--- config.mk ---
export PLATFORM = sky130hd
export DESIGN_NAME = mem_arbiter
export DESIGN_NICKNAME = d
export VERILOG_FILES = /design/src/rtl/mem_arbiter_pkg.sv /design/src/rtl/mem_arbiter_timer.sv /design/src/rtl/mem_arbiter.sv
export SDC_FILE = /design/constraint.sdc
export NUM_CORES = 1
export LEC_CHECK = 0
export ABC_AREA = 1
export CAP_MARGIN = 20
export CORE_MARGIN = 2
export CORE_UTILIZATION = 38
export DETAILED_ROUTE_END_ITERATION = 10
export PLACE_DENSITY_LB_ADDON = 0.15
export SLEW_MARGIN = 0
export SYNTH_ARGS = -nofsm -noshare
export SYNTH_HDL_FRONTEND = slang
export SYNTH_SLANG_ARGS = --single-unit
--- constraint.sdc ---
create_clock -name CLK -period 4 [get_ports CLK]
set_clock_uncertainty 0.2 [all_clocks]
set_input_delay 0.8 -clock CLK [delete_from_list [all_inputs] [get_ports CLK]]
set_output_delay 0.8 -clock CLK [all_outputs]
set_load 0.1 [all_outputs]
--- src/rtl/mem_arbiter_pkg.sv ---
// Shared types and constants for the I/D RAM port arbiter.
package mem_arbiter_pkg;

   localparam int unsigned WORD_W = 32;

   typedef logic [WORD_W-1:0] word_t;

   typedef enum logic [1:0] {
      ARB_IDLE,
      ARB_IACC,
      ARB_DACC,
      ARB_DONE
   } arb_state_t;

   localparam word_t ARB_BADDATA = 32'hBAD1BAD1;

endpackage

--- src/rtl/mem_arbiter_timer.sv ---
// Saturating access timer: counts cycles while en is high, expires on the TIMEOUT-th one.
module mem_arbiter_timer #(
   parameter int unsigned TIMEOUT = 255
) (
   input  logic CLK,
   input  logic nRST,
   input  logic clr,
   input  logic en,
   output logic expired
);

   localparam int unsigned CW = $clog2(TIMEOUT + 1);

   logic [CW-1:0] count_q;

   always_ff @(posedge CLK) begin
      if (!nRST) begin
         count_q <= '0;
      end else if (clr) begin
         count_q <= '0;
      end else if (en && (count_q != CW'(TIMEOUT))) begin
         count_q <= count_q + 1'b1;
      end
   end

   // count_q holds the number of cycles already spent, so this flags the TIMEOUT-th cycle
   assign expired = en && (count_q == CW'(TIMEOUT - 1));

endmodule

--- src/rtl/mem_arbiter.sv ---
// Arbitrates the single RAM port between instruction fetch and data load/store,
// with D-streak limiting to avoid fetch starvation and a bounded RAM wait.
module mem_arbiter
   import mem_arbiter_pkg::*;
#(
   parameter int unsigned ADDR_W      = 32,
   parameter int unsigned DATA_W      = 32,
   parameter int unsigned MAX_DSTREAK = 4,
   parameter int unsigned TIMEOUT     = 255
) (
   input  logic              CLK,
   input  logic              nRST,
   input  logic              iREN,
   input  logic [ADDR_W-1:0] iaddr,
   output logic [DATA_W-1:0] iload,
   output logic              ihit,
   input  logic              dREN,
   input  logic              dWEN,
   input  logic [ADDR_W-1:0] daddr,
   input  logic [DATA_W-1:0] dstore,
   output logic [DATA_W-1:0] dload,
   output logic              dhit,
   output logic              ram_REN,
   output logic              ram_WEN,
   output logic [ADDR_W-1:0] ram_addr,
   output logic [DATA_W-1:0] ram_store,
   input  logic [DATA_W-1:0] ram_load,
   input  logic              ram_ready,
   output logic              err
);

   localparam int unsigned SW = $clog2(MAX_DSTREAK + 1);

   arb_state_t        state_q, state_d;
   logic              owner_d_q;
   logic              op_wr_q;
   logic [ADDR_W-1:0] addr_q;
   logic [DATA_W-1:0] store_q;
   logic [SW-1:0]     dstreak_q;
   logic              err_q;
   logic [DATA_W-1:0] iload_q, dload_q;

   logic              in_acc;
   logic              expired;
   logic              forced_i;
   logic              grant_d;
   logic              acc_end;
   logic [DATA_W-1:0] done_data;

   assign in_acc   = (state_q == ARB_IACC) || (state_q == ARB_DACC);
   assign forced_i = iREN && (dstreak_q == SW'(MAX_DSTREAK));
   assign grant_d  = (dREN || dWEN) && !forced_i;
   assign acc_end  = in_acc && (ram_ready || expired);

   // Ready wins over a simultaneous timeout; writes return no data.
   always_comb begin
      done_data = '0;
      if (!ram_ready) begin
         done_data = DATA_W'(ARB_BADDATA);
      end else if (!op_wr_q) begin
         done_data = ram_load;
      end
   end

   mem_arbiter_timer #(
      .TIMEOUT (TIMEOUT)
   ) u_timer (
      .CLK     (CLK),
      .nRST    (nRST),
      .clr     (!in_acc),
      .en      (in_acc),
      .expired (expired)
   );

   always_comb begin
      state_d = state_q;
      case (state_q)
         ARB_IDLE: begin
            if (grant_d) begin
               state_d = ARB_DACC;
            end else if (iREN) begin
               state_d = ARB_IACC;
            end
         end
         ARB_IACC, ARB_DACC: begin
            if (ram_ready || expired) begin
               state_d = ARB_DONE;
            end
         end
         ARB_DONE: state_d = ARB_IDLE;
         default:  state_d = ARB_IDLE;
      endcase
   end

   always_ff @(posedge CLK) begin
      if (!nRST) begin
         state_q   <= ARB_IDLE;
         owner_d_q <= 1'b0;
         op_wr_q   <= 1'b0;
         addr_q    <= '0;
         store_q   <= '0;
         dstreak_q <= '0;
         err_q     <= 1'b0;
         iload_q   <= '0;
         dload_q   <= '0;
      end else begin
         state_q <= state_d;
         if (state_q == ARB_IDLE) begin
            if (grant_d) begin
               owner_d_q <= 1'b1;
               op_wr_q   <= dWEN;
               addr_q    <= daddr;
               store_q   <= dstore;
               if (!iREN) begin
                  dstreak_q <= '0;
               end else if (dstreak_q != SW'(MAX_DSTREAK)) begin
                  dstreak_q <= dstreak_q + 1'b1;
               end
            end else if (iREN) begin
               owner_d_q <= 1'b0;
               op_wr_q   <= 1'b0;
               addr_q    <= iaddr;
               store_q   <= '0;
               dstreak_q <= '0;
            end
         end
         if (acc_end) begin
            err_q <= !ram_ready;
            if (owner_d_q) begin
               dload_q <= done_data;
            end else begin
               iload_q <= done_data;
            end
         end
      end
   end

   assign ram_REN   = (state_q == ARB_IACC) || ((state_q == ARB_DACC) && !op_wr_q);
   assign ram_WEN   = (state_q == ARB_DACC) && op_wr_q;
   assign ram_addr  = addr_q;
   assign ram_store = store_q;
   assign ihit      = (state_q == ARB_DONE) && !owner_d_q;
   assign dhit      = (state_q == ARB_DONE) && owner_d_q;
   assign err       = (state_q == ARB_DONE) && err_q;
   assign iload     = iload_q;
   assign dload     = dload_q;

endmodule

# Word-level counts from Yosys, hierarchy flattened

Cells that the tools add are included.

Register bits: 144
Output and inout port bits: 133

Add/subtract/negate cells: 2
Eq/ne operators: 10
Mux-type cells: 17
Bitwise operators: 1
Reductions and logical operators: 27

Operator list:

| operator                                             | count |
|---|---|
| two-way mux 32 bit                                   | 6 |
| two-way mux 3 bit                                    | 4 |
| logical AND 1 bit                                    | 10 |
| AND reduction 2 bit                                  | 5 |
| adder 8 x 1 -> 8 bit (second input constant)         | 1 |
| equality test 8 bit (second input constant)          | 1 |
| != test 8 bit (second input constant)                | 1 |
| two-way mux 2 bit                                    | 3 |
| != test 3 bit (second input constant)                | 2 |
| one-hot mux 2 bit (3 select lines)                   | 1 |
| equality test 2 bit (second input constant)          | 2 |
| zero test 1 bit                                      | 4 |
| logical OR 1 bit                                     | 4 |
| adder 3 x 1 -> 3 bit (second input constant)         | 1 |
| equality test 3 bit (second input constant)          | 1 |
| two-way mux 1 bit                                    | 3 |
| != test 3 x 2 -> 1 bit (second input constant)       | 1 |
| AND reduction 3 bit                                  | 1 |
| equality test 2 x 1 -> 1 bit (second input constant) | 1 |
| zero test 2 bit                                      | 1 |
| != test 2 bit (second input constant)                | 1 |
| nonzero test 2 bit                                   | 1 |
| OR reduction 2 bit                                   | 1 |
| NOT 1 bit                                            | 1 |

# Logic depth before layout (Yosys ltp)

Gate-level depths: netlist (run 1).

Depth in word-level cells: 6
Gate-level depth with buffers: 11

# Cells and area by module

A second synthesis (run 1) with hierarchy kept.

Cell total of the unflattened synthesis: 911
Area, all modules: 6197.2 um^2

Modules (own cells, without submodules):

| module            | times used | cells each | area each (um^2) |
|---|---|---|---|
| mem_arbiter       | 1          | 845        | 5755.5 |
| mem_arbiter_timer | 1          | 66         | 441.7 |

# Least setup slack after synthesis (run 1)

No wires, ideal clock.

Path kind: reg-to-output
Start: register owner_d_q
End: output port ihit
Data arrival time: 1.978 ns
Required time: 3.000 ns
Setup slack: 1.022 ns
Cell stages (with the launch flop): 4
Buffers on the path: 2
Cells stage by stage: dfxtp_1 -> clkbuf_1 -> clkbuf_1 -> nor2_1

Word-level cells in the longest chain between the ends: 2

Ends and longest elaborated chain:

| what                   | RTL line           | source |
|---|---|---|
| from (decl)            | mem_arbiter.sv:35  | `logic owner_d_q;` |
| from (signal assigned) | mem_arbiter.sv:98  | `owner_d_q <= 1'b0;` |
| from (signal assigned) | mem_arbiter.sv:110 | `owner_d_q <= 1'b1;` |
| from (signal assigned) | mem_arbiter.sv:120 | `owner_d_q <= 1'b0;` |
| zero test 1 bit        | mem_arbiter.sv:142 | `assign ihit = (state_q == ARB_DONE) && !owner_d_q;` |
| logical AND 1 bit      | mem_arbiter.sv:142 |  |
| to (decl)              | mem_arbiter.sv:16  | `output logic ihit,` |

Every way passes these cells.

# Final worst setup path (run 1)

Start: register store_q[6] (netlist: ram_store[6])
End: output port ram_store[6]

RTL lines:

| what                   | RTL line           | source |
|---|---|---|
| from (decl)            | mem_arbiter.sv:38  | `logic [DATA_W-1:0] store_q;` |
| from (signal assigned) | mem_arbiter.sv:113 | `store_q <= dstore;` |
| to (decl)              | mem_arbiter.sv:26  | `output logic [DATA_W-1:0] ram_store,` |

No word-level cell between the ends.

==> results.txt, run 1 <==
----------------------------------------------------
[Hold path]
  Path class of the lowest-slack min-delay path ... reg -> reg
  Number of instances on the worst hold path ... 2

[Floorplan]
  Initial core utilization ... 0.385
  Number of top-level pins ... ~270
  Area of the die ... ~18000 um2
  Row Count ... 48
  Horiz. Die Dim ... 136 um
  Die Span Y ... ~140 um
  Core Region ... between 15000 and 20000 um2

[Global routing]
  Global-route wire length before repair ... 31300 um
  Total routing usage reported by global routing ... 0.213
  Pin count of the biggest net entering global routing ... 58
  Number of antenna violations at the first check in global routing ... 0
  Via count of the first global-routing pass ... between 6000 and 7000
  Remaining Overflow, GRT ... 0

[Clocking]
  Number of gates resized after cts ... 0
  Cell chosen for the clock root ... clkbuf_16
  Number of clock sinks seen by CTS ... 144
  Clock tree from TritonCTS ... yes
  Largest buffer count on any clock path ... 2
  Post-CTS setup-driven buffer insertion count ... 0
  H-tree level count ... 4
  Clock network latency to the later pin of the worst-skew pair ... about 0.42 ns
  Total CTS buffers ... 17
  Worst-path clk slew ... 0.06 ns
  Hold bufs inserted after CTS ... 0

[Timing]
  Sum of negative setup slack ... 0 ns
  RSZ-0062 raised after global routing ... false
  Peak clock frequency supported by timing ... around 340 MHz
  Final-report setup violation count ... 0
  Least-Margin Pin Slew ... roughly 1.1 ns
  Count of endpoints failing hold in the final timing report ... 0
  Fin. max-slew vios ... 0
  Share of the cycle needed by the critical path after routing ... 0.737
  Slew HR ... 0.297
  Period minus WS final ... just under 3 ns

[Setup path]
  Worst reg-to-reg path cell count ... 6
  Levels on crit path ... 1
  Delay contributed by the slowest stage of the critical path ... between 1 and 1.5 ns
  Crit-path max FO ... 2
  Arrival time worst endpoint ... between 1.5 and 2 ns
  Worst Path Required ... 3.00 ns
  Category of the critical setup timing path ... reg -> out
  Worst-path cell with the longest stage delay ... clkdlybuf4s50_1
  Nature of the critical path endpoint ... primary output
  Startpoint type of the worst setup path ... flop
  Count of buffering cells on the critical path with inverters included ... 1
  Top cell family by delay on the critical path ... buffers and inverters
  Critical path, cell by cell ... clkdlybuf4s50_1

[Placement]
  PortBufs ... around 270
  GP Congestion ... approximately 0.77
  Inst Count DP ... around 1400
  HPWL reported at the end of detailed placement ... about 14000 um

[Yosys]
  Biggest area consumer among synthesized cells ... dfxtp_1
  Commonest cells post-synth ... nand2_1 (242), inv_1 (176), dfxtp_1 (144)
  Number of synthesized flops with an enable pin ... 0
  Main area contributors after synthesis ... dfxtp_1 (44%), nand2_1 (14%), inv_1 (10%)
  Post-Synthesis Mean Instance Area ... ~6.8 um2
  Number of standard cells after synthesis ... approximately 970
  Most numerous cell in the Yosys netlist ... nand2_1
  Flops & latches, synth ... ~140
  Share of flip-flops with an asynchronous set or reset ... 0
  Post-synthesis instance area ... ~6600 um2
  Share of Yosys cell area claimed by the top area cell type ... 0.436
  Most used flip-flop cell after synthesis ... dfxtp_1
  Syn. warnings ... 0
  Sequential element share of the synthesized area ... 0.436
  Mapped Nets ... approximately 1100
  Yosys cell types ... 24

[Detailed routing]
  Post-DR vias/cell ... 4.62
  Final ANT Viol Nets ... 0
  DR WL/cell ... approximately 14 um
  Total vias in the final route ... approximately 6700
  Number of optimization iterations in the first detailed-route pass ... 4
  DRC violation total after the first TritonRoute iteration ... around 370
  Remaining DRCs ... 0
  Wirelength, routed ... about 20000 um

[Layout]
  Area Growth Syn to Fin ... 50.7%
  Register Area ... roughly 2900 um2
  Share of cells above drive strength 1 ... 0.0467
  Fill cell instance count of the final layout ... 1704
  Cell Count, Final, Fillers Out ... 1445
  Net count reported at finish ... 1350
  Antenna diode count ... 0
  Combined area of the multi-input logic cells ... 2810 um2

[Pwr]
  Peak supply drop ... roughly 0.62 mV
  Areal power density over the cells ... 894 nW/um2
  Static power due to leakage ... 0.00459 uW

[Outcome]
  Outcome ... complete, no violations

[Flow run]
  Max-Cap Viols ... 0

----------------------------------------------------
## worst reg2reg max path, cell delays in order (launching register included)
cell	delay, ns
dfxtp_1	0.74
clkinv_1	0.87
nand3_2	0.27
buf_4	0.43
nand2_1	0.11
nand2_1	0.07
nor2_1	0.05
## metrics by stage
step                      power [uW]  setup slack (ns)   util  hold slack, ns  area [um2]
after floorplan                 6170              1.02      -           0.237        6610
after global routing            9360             0.923  0.580           0.312        9970
after global placement          7410             0.889  0.548           0.265        9410
after CTS                       8960              1.02  0.580           0.290        9970
final                           8910              1.05  0.580           0.279        9970
after detailed placement        7420             0.829  0.548           0.269        9410
## final timing paths
kind                                   start  slack, ns      endpoint
worst min-delay path                   err_q       0.28         err_q
worst max register to register     owner_d_q       1.15     iload[18]
worst max-delay path            ram_store[6]       1.05  ram_store[6]
worst min register to register         err_q       0.28         err_q
## placed cells by master, fill, tap and decap left out, drive strengths merged, types with 31 or more instances in the layout
cell type and instances:
inv 179, nor2 132, a22oi 34, dfxtp 144
a21oi 31, nand4 51, nand3 43, o211ai 32
clkdlybuf4s50 260, nand2 244
## flip-flops by register name (all words and copies together) (netlist names)
register         cells
dstreak_q            3
err_q                1
state_q              2
u_timer.count_q      8
ram_addr            32
ram_store           32
op_wr_q              1
owner_d_q            1
iload               32
dload               32
## power breakdown
group	total, uW	leakage, uW	switching [uW]	internal (uW)
Clock	1510	0.000262	636	871
Combinational	5320	0.00315	4070	1250
Sequential	2080	0.00118	246	1840
## cell type report
cell class                      count  area share
Multi-Input combinational cell    586       0.281
Timing Repair Buffer              279       0.278
Clock buffer                       19      0.0444
Clock inverter                     13      0.0114
Sequential cell                   144       0.289
Tap cell                          225      0.0282
Inverter                          179      0.0674
## layer usage
metal  share of wire  vias up  global-route usage
li1                -     3491                   -
met1            0.44     2953               0.269
met2            0.46      209               0.338
met3           0.089       18              0.0790
met4           0.012        0              0.0677
met5               0        -                   0
## kinds of logic after synthesis
kind of cell / share of synthesized area
AO/OA/AOI/OAI: 0.101
XOR/XNOR: 0.00662
adder cells (fa/ha/maj): 0.0170
buffers and inverters: 0.142
flip-flops: 0.436
AND/OR/NAND/NOR: 0.298
Power figures use the tool's default switching activity.
==> inputs of run 2 (changes only) <==
clock period = 2.8 ns   (was 4 ns; I/O delays follow)
==> results.txt, run 2 (synthesized netlist as in run 1, its figures left out) <==
----------------------------------------------------
[Pwr]
  Areal power density over the cells ... 1320 nW/um2
  Static power due to leakage ... between 0.004 and 0.005 uW
  Sequential Power Share ... 0.226
  Cell Int Power ... 6030 uW
  Logic gate share of total power ... 0.578
  Share of total power consumed by net switching ... 0.541
  Reported net switching power ... between 7000 and 8000 uW
  Peak supply drop ... 0.780 mV
  Fraction of power consumed by the clock network ... 0.196

[Timing]
  Least-Margin Pin Slew ... 0.464 ns
  Fin. max-slew vios ... 0
  RSZ-0062 raised after global routing ... false
  Count of endpoints failing hold in the final timing report ... 0
  Slew HR ... 0.690
  Peak clock frequency supported by timing ... about 450 MHz
  Period minus WS final ... about 2.2 ns
  Final-report setup violation count ... 0
  Sum of negative setup slack ... 0 ns
  Share of the cycle needed by the critical path after routing ... 0.801

[Setup path]
  Worst Path Required ... about 2.0 ns
  Count of buffering cells on the critical path with inverters included ... 2
  Worst-path cell with the longest stage delay ... dfxtp_1
  Startpoint type of the worst setup path ... flop
  Critical path, cell by cell ... inv_1 -> ha_1 -> a21o_1 -> buf_12
  Top cell family by delay on the critical path ... flip-flops
  Delay contributed by the slowest stage of the critical path ... approximately 0.38 ns
  Crit-path max FO ... 4
  Nature of the critical path endpoint ... primary output
  Arrival time worst endpoint ... ~1.5 ns
  Category of the critical setup timing path ... reg -> out

[Detailed routing]
  Post-DR vias/cell ... around 4.6
  Total vias in the final route ... 6669
  Remaining DRCs ... 0
  Final ANT Viol Nets ... 0
  Number of optimization iterations in the first detailed-route pass ... 5
  DRC violation total after the first TritonRoute iteration ... about 260
  Wirelength, routed ... slightly below 20000 um
  DR WL/cell ... 13.4 um

[Floorplan]
  Initial core utilization ... 0.385
  Die Span Y ... about 140 um
  Area of the die ... approximately 18000 um2
  Row Count ... between 40 and 50
  Number of top-level pins ... 267
  Horiz. Die Dim ... 136 um
  Core Region ... 17200 um2

[Clocking]
  Clock tree from TritonCTS ... yes
  Total CTS buffers ... 17
  H-tree level count ... 4
  Number of clock sinks seen by CTS ... roughly 140
  Clock network latency to the later pin of the worst-skew pair ... around 0.42 ns
  Worst-path clk slew ... about 0.06 ns
  Hold bufs inserted after CTS ... 0
  Number of gates resized after cts ... 0
  Post-CTS setup-driven buffer insertion count ... 0
  Cell chosen for the clock root ... clkbuf_16
  Largest buffer count on any clock path ... 2

[Layout]
  Most common cell after layout, fill and taps aside ... nand2_1
  Antenna diode count ... 0
  Commonest non-fill, non-tap cells in the layout ... nand2_1 (242), inv_1 (176), buf_4 (148), dfxtp_1 (144), clkdlybuf4s50_1 (132)
  Share of cells above drive strength 1 ... 0.159
  Final cell area excluding filler cells ... 9920 um2
  Area Growth Syn to Fin ... 50.0%
  Net count reported at finish ... 1360

[Global routing]
  Remaining Overflow, GRT ... 0
  Total routing usage reported by global routing ... 0.212
  Pin count of the biggest net entering global routing ... 45
  Global-route wire length before repair ... between 30000 and 40000 um
  Number of antenna violations at the first check in global routing ... 0
  Via count of the first global-routing pass ... between 6000 and 7000

[Flow run]
  Max-Cap Viols ... 0

[Placement]
  HPWL reported at the end of detailed placement ... about 14000 um
  DP Area ... ~9300 um2
  PortBufs ... roughly 270
  GP Congestion ... about 0.8

[Hold path]
  Path class of the lowest-slack min-delay path ... reg -> reg

[Outcome]
  Outcome ... complete, no violations

----------------------------------------------------
[run 2: cell count changes in the layout (fill, tap and decap cells not counted)]
cell / delta
clkinvlp_4: -3
bufinv_16: +5
clkdlybuf4s50_1: -128
buf_12: +7
clkbuf_1: -1
buf_4: +131
inv_6: -2
clkinv_4: +2
clkbuf_8: -1
[run 2: power groups by stage]
stage	logic [uW]	registers [uW]	clock network, uW
floorplan	2090	6720	0
global placement	7580	3010	0
detailed placement	7610	2990	0
CTS	7620	2970	2640
global route	8050	3040	2710
finish	7590	2960	2570
[run 2: metrics by stage]
step	setup slack [ns]	utilization	cells	power [uW]	hold WS [ns]
after floorplan	0.0618	-	971	8810	0.237
after global placement	0.421	0.539	1423	10600	0.268
after detailed placement	0.365	0.539	1423	10600	0.269
after CTS	0.521	0.578	1455	13200	0.287
after global routing	0.475	0.578	1455	13800	0.323
final	0.558	0.578	1455	13100	0.281
[run 2: final timing paths]
kind               from    endpoint  slack (ns)  cells past startpoint
max          state_q[0]     ram_REN        0.56                      4
min               err_q       err_q        0.28                      2
max reg2reg  state_q[1]  state_q[1]        0.73                     10
min reg2reg       err_q       err_q        0.28                      2
[run 2: final cells by class]
type | instances | area [um2]
Fill cell | 1666 | 7260
Multi-Input combinational cell | 586 | 2810
Clock inverter | 15 | 241
Tap cell | 225 | 282
Clock buffer | 17 | 425
Timing Repair Buffer | 289 | 2610
Inverter | 179 | 672
Sequential cell | 144 | 2880
[run 2: metal layers]
metal  track usage  vias up  share of wire
met3        0.0708       16          0.082
met4        0.0625        0          0.016
met2         0.340      219           0.46
li1              -     3514              -
met1         0.271     2920           0.44
met5             0        -              0
[run 2: worst min-delay path: cells and delay by family, from the launching register on]
| kind | cells | cell delay (ns) |
|---|---|---|
| flip-flops | 1 | 0.33 |
| AND/OR/NAND/NOR | 1 | 0.07 |
| AO/OA/AOI/OAI | 1 | 0.04 |
==> inputs of run 3 (changes only) <==
clock period = 2.2 ns   (was 2.8 ns; I/O delays follow)
==> results.txt, run 3 (synthesized netlist as in run 1, its figures left out) <==
----------------------------------------------------
[Placement]
  HPWL reported at the end of detailed placement ... approximately 14000 um
  GP Congestion ... between 0.7 and 0.8
  PortBufs ... around 270

[Layout]
  Combined area of the multi-input logic cells ... between 2000 and 3000 um2
  Fill cell instance count of the final layout ... between 1500 and 2000
  Antenna diode count ... 0
  Most common cell after layout, fill and taps aside ... nand2_1
  Net count reported at finish ... between 1000 and 1500
  Share of cells above drive strength 1 ... 0.163
  Commonest non-fill, non-tap cells in the layout ... nand2_1 (242), inv_1 (176), buf_4 (146), dfxtp_1 (142), clkdlybuf4s50_1 (132)
  Area Growth Syn to Fin ... 50.0%
  Register Area ... between 2000 and 3000 um2

[Clocking]
  Clock network latency to the later pin of the worst-skew pair ... approximately 0.42 ns
  Cell chosen for the clock root ... clkbuf_16
  H-tree level count ... 4
  Clock tree from TritonCTS ... yes
  Worst-path clk slew ... roughly 0.06 ns
  Total CTS buffers ... 17
  Largest buffer count on any clock path ... 2
  Post-CTS setup-driven buffer insertion count ... 0
  Number of clock sinks seen by CTS ... 144

[Global routing]
  Via count of the first global-routing pass ... between 5000 and 6000
  Pin count of the biggest net entering global routing ... 58
  Remaining Overflow, GRT ... 0
  Global-route wire length before repair ... approximately 30000 um
  Number of antenna violations at the first check in global routing ... 0
  Total routing usage reported by global routing ... 0.203

[Setup path]
  Crit-path max FO ... 4
  Worst reg-to-reg path cell count ... 7
  Worst Path Required ... roughly 1.6 ns
  FF-to-FF Start ... state_q[1]
  Category of the critical setup timing path ... reg -> out
  Arrival time worst endpoint ... ~1.5 ns
  Nature of the critical path endpoint ... primary output
  Crit path from ... state_q[0]
  Startpoint type of the worst setup path ... flop

[Pwr]
  Areal power density over the cells ... ~1600 nW/um2
  Static power due to leakage ... just under 0.005 uW
  Peak supply drop ... 1.02 mV
  Total power after layout ... 16300 uW

[Timing]
  Slew HR ... 0.756
  RSZ-0062 raised after global routing ... false
  Peak clock frequency supported by timing ... roughly 480 MHz
  Share of the cycle needed by the critical path after routing ... 0.949
  Least-Margin Pin Slew ... 0.366 ns
  Sum of negative setup slack ... 0 ns
  Final-report setup violation count ... 0
  Fin. max-slew vios ... 0
  Count of endpoints failing hold in the final timing report ... 0
  Period minus WS final ... 2.09 ns

[Detailed routing]
  Number of optimization iterations in the first detailed-route pass ... 5
  Post-DR vias/cell ... approximately 4.5
  Total vias in the final route ... 6631
  Remaining DRCs ... 0
  Final ANT Viol Nets ... 0
  DR WL/cell ... about 13 um
  Wirelength, routed ... approximately 19000 um
  DRC violation total after the first TritonRoute iteration ... 381

[Outcome]
  Outcome ... complete, no violations

[Hold path]
  Hold wc startpoint ... nRST
  Number of instances on the worst hold path ... 3
  Path class of the lowest-slack min-delay path ... in -> reg

[Floorplan]
  Horiz. Die Dim ... about 140 um
  Initial core utilization ... 0.385
  Die Span Y ... between 100 and 150 um
  Core Region ... 17200 um2
  Row Count ... between 40 and 50
  Number of top-level pins ... around 270
  Area of the die ... approximately 18000 um2

[Flow run]
  Max-Cap Viols ... 0

----------------------------------------------------
## run 3: worst max-delay path: stages (launching register included)
cell,delay [ns]
dfxtp_2,0.35
inv_1,0.08
ha_1,0.23
a21o_1,0.21
buf_12,0.17
## run 3: metal layers
layer	GRT usage	vias to the layer above	wire length (um)
met1	0.254	2903	8490
met2	0.336	204	9140
li1	-	3515	-
met5	0	-	0
met3	0.0712	9	1540
met4	0.0486	0	124
## run 3: area by class of cell
class | instances | area share
clock buffers | 20 | 0.0461
clock inverters | 12 | 0.0111
inverters | 179 | 0.0678
multi-input cells | 586 | 0.284
flip-flops and latches | 144 | 0.291
well taps | 225 | 0.0284
repair buffers | 292 | 0.272
## run 3: path summary, 6_finish.rpt
kind	to	slack [ns]
worst max register to register	u_timer.count_q[2]	0.24
worst max-delay path	ram_REN	0.11
worst min-delay path	state_q[1]	0.22
worst min register to register	err_q	0.29
## run 3: metrics by stage
step           cell area, um2   util  hold WS [ns]  cells  setup slack (ns)
2_1_floorplan            6620      -         0.237    971          0.000866
3_3_place_gp             9340  0.544         0.268   1426            0.0619
3_5_place_dp             9340  0.544         0.275   1426            0.0473
4_1_cts                  9910  0.577         0.216   1458            0.0363
5_1_grt                  9920  0.577         0.230   1458            0.0181
6_report                 9920  0.577         0.217   1458             0.113
## run 3: where the power goes
| group | internal [uW] | switching [uW] | leakage, uW |
|---|---|---|---|
| clock network | 1620 | 1150 | 0.000281 |
| logic | 2280 | 7450 | 0.00349 |
| registers | 3340 | 428 | 0.00118 |
| total | 7250 | 9030 | 0.00495 |
## run 3: what timing repair did
item                       4_1_cts  5_1_grt
hold buffers                     0        0
setup endpoints to repair        0       65
gates resized for setup          0        3
